File: config.mk
export PLATFORM = sky130hd
export DESIGN_NAME = png_pxl_feeder
export DESIGN_NICKNAME = d
export VERILOG_FILES = /design/src/rtl/png_pxl_feeder.sv
export SDC_FILE = /design/constraint.sdc
export NUM_CORES = 1
export LEC_CHECK = 0
export CORE_MARGIN = 8
export CORE_UTILIZATION = 54
export CTS_CLUSTER_DIAMETER = 60
export DETAILED_ROUTE_END_ITERATION = 10
export GPL_ROUTABILITY_DRIVEN = 0
export PLACE_DENSITY = 0.79
export SKIP_CTS_REPAIR_TIMING = 1
export SYNTH_ARGS = -nofsm -noshare
export SYNTH_HDL_FRONTEND = slang
export SYNTH_SLANG_ARGS = --single-unit
File: constraint.sdc
create_clock -name clk -period 4.35 [get_ports clk]
set_clock_uncertainty 0.1 [all_clocks]
set_input_delay 0.435 -clock clk [delete_from_list [all_inputs] [get_ports clk]]
set_output_delay 0.435 -clock clk [all_outputs]
set_load 0.05 [all_outputs]
File: src/rtl/png_pxl_feeder.sv
// Row sequencer that reads RGBA pixels from a frame SRAM and streams them to
// png_top one row at a time, pacing rows on png_top's per-row completion.
module png_pxl_feeder #(
   parameter int SIZE_W_WD   = 10,
   parameter int SIZE_H_WD   = 10,
   parameter int DATA_PXL_WD = 32,
   parameter int ADDR_WD     = 20,
   parameter int GAP_CYC     = 10
) (
   input  logic                   clk,
   input  logic                   rstn,
   input  logic [SIZE_W_WD-1:0]   cfg_w_i,
   input  logic [SIZE_H_WD-1:0]   cfg_h_i,
   input  logic                   start_i,
   output logic                   done_o,
   output logic                   rd_en_o,
   output logic [ADDR_WD-1:0]     rd_addr_o,
   input  logic [DATA_PXL_WD-1:0] rd_dat_i,
   output logic                   png_start_o,
   output logic                   png_val_o,
   output logic [DATA_PXL_WD-1:0] png_dat_o,
   input  logic                   png_row_done_i,
   input  logic                   png_done_i
);

   typedef enum logic [2:0] {
      IDLE, ROW_START, STRM, ROW_WAIT, GAP, FIN_WAIT, DONE
   } state_t;

   localparam logic [7:0] GAP_LAST = 8'(GAP_CYC - 1);

   state_t               state;
   logic [SIZE_W_WD-1:0] w_q;
   logic [SIZE_H_WD-1:0] h_q;
   logic [SIZE_W_WD-1:0] col;
   logic [SIZE_H_WD-1:0] row;
   logic [ADDR_WD-1:0]   addr;
   logic [7:0]           gap_cnt;
   logic                 rd_en_d1;
   logic                 row_flag;
   logic                 done_flag;

   always_ff @(posedge clk or negedge rstn) begin
      if (!rstn) begin
         state       <= IDLE;
         w_q         <= '0;
         h_q         <= '0;
         col         <= '0;
         row         <= '0;
         addr        <= '0;
         gap_cnt     <= '0;
         rd_en_d1    <= 1'b0;
         row_flag    <= 1'b0;
         done_flag   <= 1'b0;
         done_o      <= 1'b0;
         rd_en_o     <= 1'b0;
         rd_addr_o   <= '0;
         png_start_o <= 1'b0;
         png_val_o   <= 1'b0;
         png_dat_o   <= '0;
      end else begin
         png_start_o <= 1'b0;
         done_o      <= 1'b0;
         rd_en_o     <= 1'b0;

         // Two-stage pipe: SRAM latency plus the output register.
         rd_en_d1  <= rd_en_o;
         png_val_o <= rd_en_d1;
         if (rd_en_d1) png_dat_o <= rd_dat_i;

         // Completion pulses may arrive early; latch them until consumed.
         if (state != IDLE && png_row_done_i) row_flag  <= 1'b1;
         if (state != IDLE && png_done_i)     done_flag <= 1'b1;

         case (state)
            IDLE: begin
               if (start_i) begin
                  w_q  <= cfg_w_i;
                  h_q  <= cfg_h_i;
                  row  <= '0;
                  addr <= '0;
                  if (cfg_w_i == '0 || cfg_h_i == '0) begin
                     state <= DONE;
                  end else begin
                     state       <= ROW_START;
                     png_start_o <= 1'b1;
                  end
               end
            end
            ROW_START: begin
               col       <= '0;
               state     <= STRM;
               rd_en_o   <= 1'b1;
               rd_addr_o <= addr;
               addr      <= addr + 1'b1;
            end
            STRM: begin
               // col indexes the read currently presented on rd_addr_o.
               if (col == w_q - 1'b1) begin
                  state <= ROW_WAIT;
               end else begin
                  col       <= col + 1'b1;
                  rd_en_o   <= 1'b1;
                  rd_addr_o <= addr;
                  addr      <= addr + 1'b1;
               end
            end
            ROW_WAIT: begin
               // rd_en_d1 low means the row's last pixel is already on png_val_o.
               if (row_flag && !rd_en_d1) begin
                  row_flag <= 1'b0;
                  if (row == h_q - 1'b1) begin
                     state <= FIN_WAIT;
                  end else begin
                     row     <= row + 1'b1;
                     gap_cnt <= '0;
                     state   <= GAP;
                  end
               end
            end
            GAP: begin
               if (gap_cnt == GAP_LAST) begin
                  state       <= ROW_START;
                  png_start_o <= 1'b1;
               end else begin
                  gap_cnt <= gap_cnt + 1'b1;
               end
            end
            FIN_WAIT: begin
               if (done_flag) state <= DONE;
            end
            DONE: begin
               done_o    <= 1'b1;
               row_flag  <= 1'b0;
               done_flag <= 1'b0;
               state     <= IDLE;
            end
            default: state <= IDLE;
         endcase
      end
   end

endmodule

==> qor.yml <==
cells_and_area:
  final_common_cell: "dfrtp_1"
  multi_input_area_sq_mm: 0.00329
  antenna_cells: 0
  drive_gt1_frac: 0.139
  regArea_sq_mm: 0.00325
  fin_cells: 949
  layout_common_cells: "130 x dfrtp_1, 113 x nand2_1, 111 x clkdlybuf4s50_1"
  nets: 829
  area_growth_pct: 27.6
  fillCellCount: 948
  final_util: 0.693
  fin_area_sq_mm: 0.00860
global_route:
  grt_overflow_total: 0
  antenna_found_initial: 0
  first_global_vias: 5476
  track_usage: 0.204
  grt_max_degree: 68
  grt_pass1_wl_mm: 26.9
sta:
  worst_pin_slew_ns: 0.845
  hold_viol_final: 0
  fin_crit_sh: 0.864
  fin_ws_ns: 0.592
  grt_setup_unrepaired: "no"
  hold_slack_ns: 0.00414
  relSlewSlack: 0.436
  fin_crit_ns: 3.76
  fin_tns_setup_ns: 0
  slew_viol_final: 0
  fmax_mhz: 266
  finalSetupViolations: 0
worst_setup_path:
  reg2reg_from: "w_q[0]$_DFFE_PN0P_"
  critPathKind: "reg2reg"
  reg2reg_depth: 10
  cp-end-kind: "flip-flop"
  startpoint_type: "flip-flop"
  r2r_end: "rd_addr_o[19]$_DFFE_PN0P_"
  worstPathMaxFanout: 25
  worstPathRequired_ns: 4.56
  reg2reg_slack_ns: 0.59
  cp.arrival_ns: 3.96
flow_run:
  cap_violations: 0
floorplanning:
  die_h_um: 128
  start_util: 0.543
  num_io_pins: 113
  die_area_sq_mm: 0.0163
  placementRows: 41
  core-area_sq_mm: 0.0124
  die_w_um: 128
hold_path:
  hold_class: "in2async"
status:
  status: "completed"
placement:
  dp_hpwl_mm: 11.4
  pre_cts_slack_ns: 0.606
  dp_cells: 918
  dpl-instance-area_sq_mm: 0.00800
  portBuffers: 112
yosys:
  synthArstFlopShare: 1.00
  synth.net_count: 720
  netlist_instances: 656
  yosys.area.top_type: "dfrtp_1"
  ys_seq_elements: 130
  synth-edff-count: 0
  ys_seq_area_frac: 0.482
  synth_ff_type: "dfrtp_1"
  synth.distinct_cells: 62
  synth_area_sq_mm: 0.00674
  syn_area_per_cell_sq_um: 10.3
  ys_warn_count: 0
  synth.top_cells.by_area: "dfrtp_1 48%, mux2_2 6.8%, nand2_1 6.3%"
  synth.top_cell.area_share: 0.482
routing:
  drt-total-wl_mm: 16.2
  drt_iter0_markers: 269
  ant_nets: 0
  viasPerCell: 5.65
  vias: 5366
  wl_per_cell_um: 17.1
  drcViolationCount: 0
  firstDrtPassIters: 5
power:
  power.leakage_nw: 3.71
  p_per_area_mw_per_mm2: 712
  vdd_ir_drop_max_uv: 403
  finalPower_mw: 6.12
cts:
  path_clk_slew_ns: 0.06
  clock_path_buffers: 2
  htreeDepth: 4
  clock_latency_ns: 0.42
  cts_buffers: 17
  cts_root_buf: "clkbuf_16"
  cts.sinks: 130
  cts_tree: "done"
-- layer usage --
metal / part of all wire / vias up / global-route usage / wire [um]
met2: 0.46 / 181 / 0.332 / 7490
li1: - / 2564 / - / -
met5: 0 / - / 0 / 0
met3: 0.069 / 19 / 0.0549 / 1130
met1: 0.45 / 2602 / 0.256 / 7350
met4: 0.014 / 0 / 0.0769 / 225
-- Yosys cell counts (all sizes together) (2+ instances only) --
cell type and n:
inv 14, a31oi 2, or4 10, nand4 16
buf 5, a2111oi 7, and3 7, nor2 28
dfrtp 130, nand2 113, a21oi 28, nand2b 19
o31ai 6, xor2 18, o41ai 4, and4 2
nand3b 2, a21o 2, ha 7, o211ai 2
nor2b 4, o21a 2, or2 3, or4b 2
nand4bb 3, or3 10, mux2i 22, a21boi 2
nor3 16, mux2 56, nor4 10, o21ai 20
and2 2, xnor2 12, nor3b 5, nand3 16
a41o 3, nand4b 4, clkbuf 27, o22ai 3
-- flip-flops by register name, summed over array words and instances (netlist names) --
register / cells
png_dat_o: 32
row: 10
png_val_o: 1
row_flag: 1
png_start_o: 1
rd_en_o: 1
addr: 20
w_q: 10
done_flag: 1
rd_en_d1: 1
gap_cnt: 8
h_q: 10
col: 10
state: 3
rd_addr_o: 20
done_o: 1
-- critical path, stage by stage, from the launching register on --
cell and delay (ns):
dfrtp_1 0.44, inv_1 0.11, ha_1 0.26, or4b_1 0.56
xnor2_1 0.17, or4_4 0.44, a2111oi_4 0.42, o21ai_2 0.19
a21oi_4 0.18, buf_4 0.36, mux2_2 0.38
-- cell families (layout without fill, tap and decap cells) --
| group | Yosys count | after routing | share of synthesized area |
|---|---|---|---|
| fa+ha+maj | 7 | 7 | 0.0130 |
| simple gates | 275 | 275 | 0.209 |
| mux | 78 | 78 | 0.135 |
| buf+inv | 46 | 167 | 0.0304 |
| flops | 130 | 130 | 0.482 |
| compound gates | 90 | 90 | 0.0920 |
| xor+xnor | 30 | 30 | 0.0390 |
-- report_power, final --
part,internal [mW],switching (mW)
Combinational,1.07,1.69
Clock,0.914,0.509
Sequential,1.57,0.365
Total,3.56,2.57
-- final cells by class --
cell class              instances  share of cell area
well taps                     172              0.0250
multi-input cells             480               0.382
clock buffers                  23              0.0579
clock inverters                 8              0.0118
flip-flops and latches        130               0.378
repair buffers                122               0.139
inverters                      14             0.00611
-- worst max path at each step --
stage	cells past startpoint	to	start
final	10	rd_addr_o[19]$_DFFE_PN0P_	w_q[0]$_DFFE_PN0P_
after floorplan	11	rd_addr_o[0]$_DFFE_PN0P_	w_q[0]$_DFFE_PN0P_
after detailed placement	10	rd_addr_o[19]$_DFFE_PN0P_	w_q[0]$_DFFE_PN0P_
after CTS	10	rd_addr_o[19]$_DFFE_PN0P_	w_q[0]$_DFFE_PN0P_
after global placement	10	rd_addr_o[19]$_DFFE_PN0P_	w_q[0]$_DFFE_PN0P_
after global routing	10	rd_addr_o[19]$_DFFE_PN0P_	w_q[0]$_DFFE_PN0P_
(Power assumes the default switching activity.)
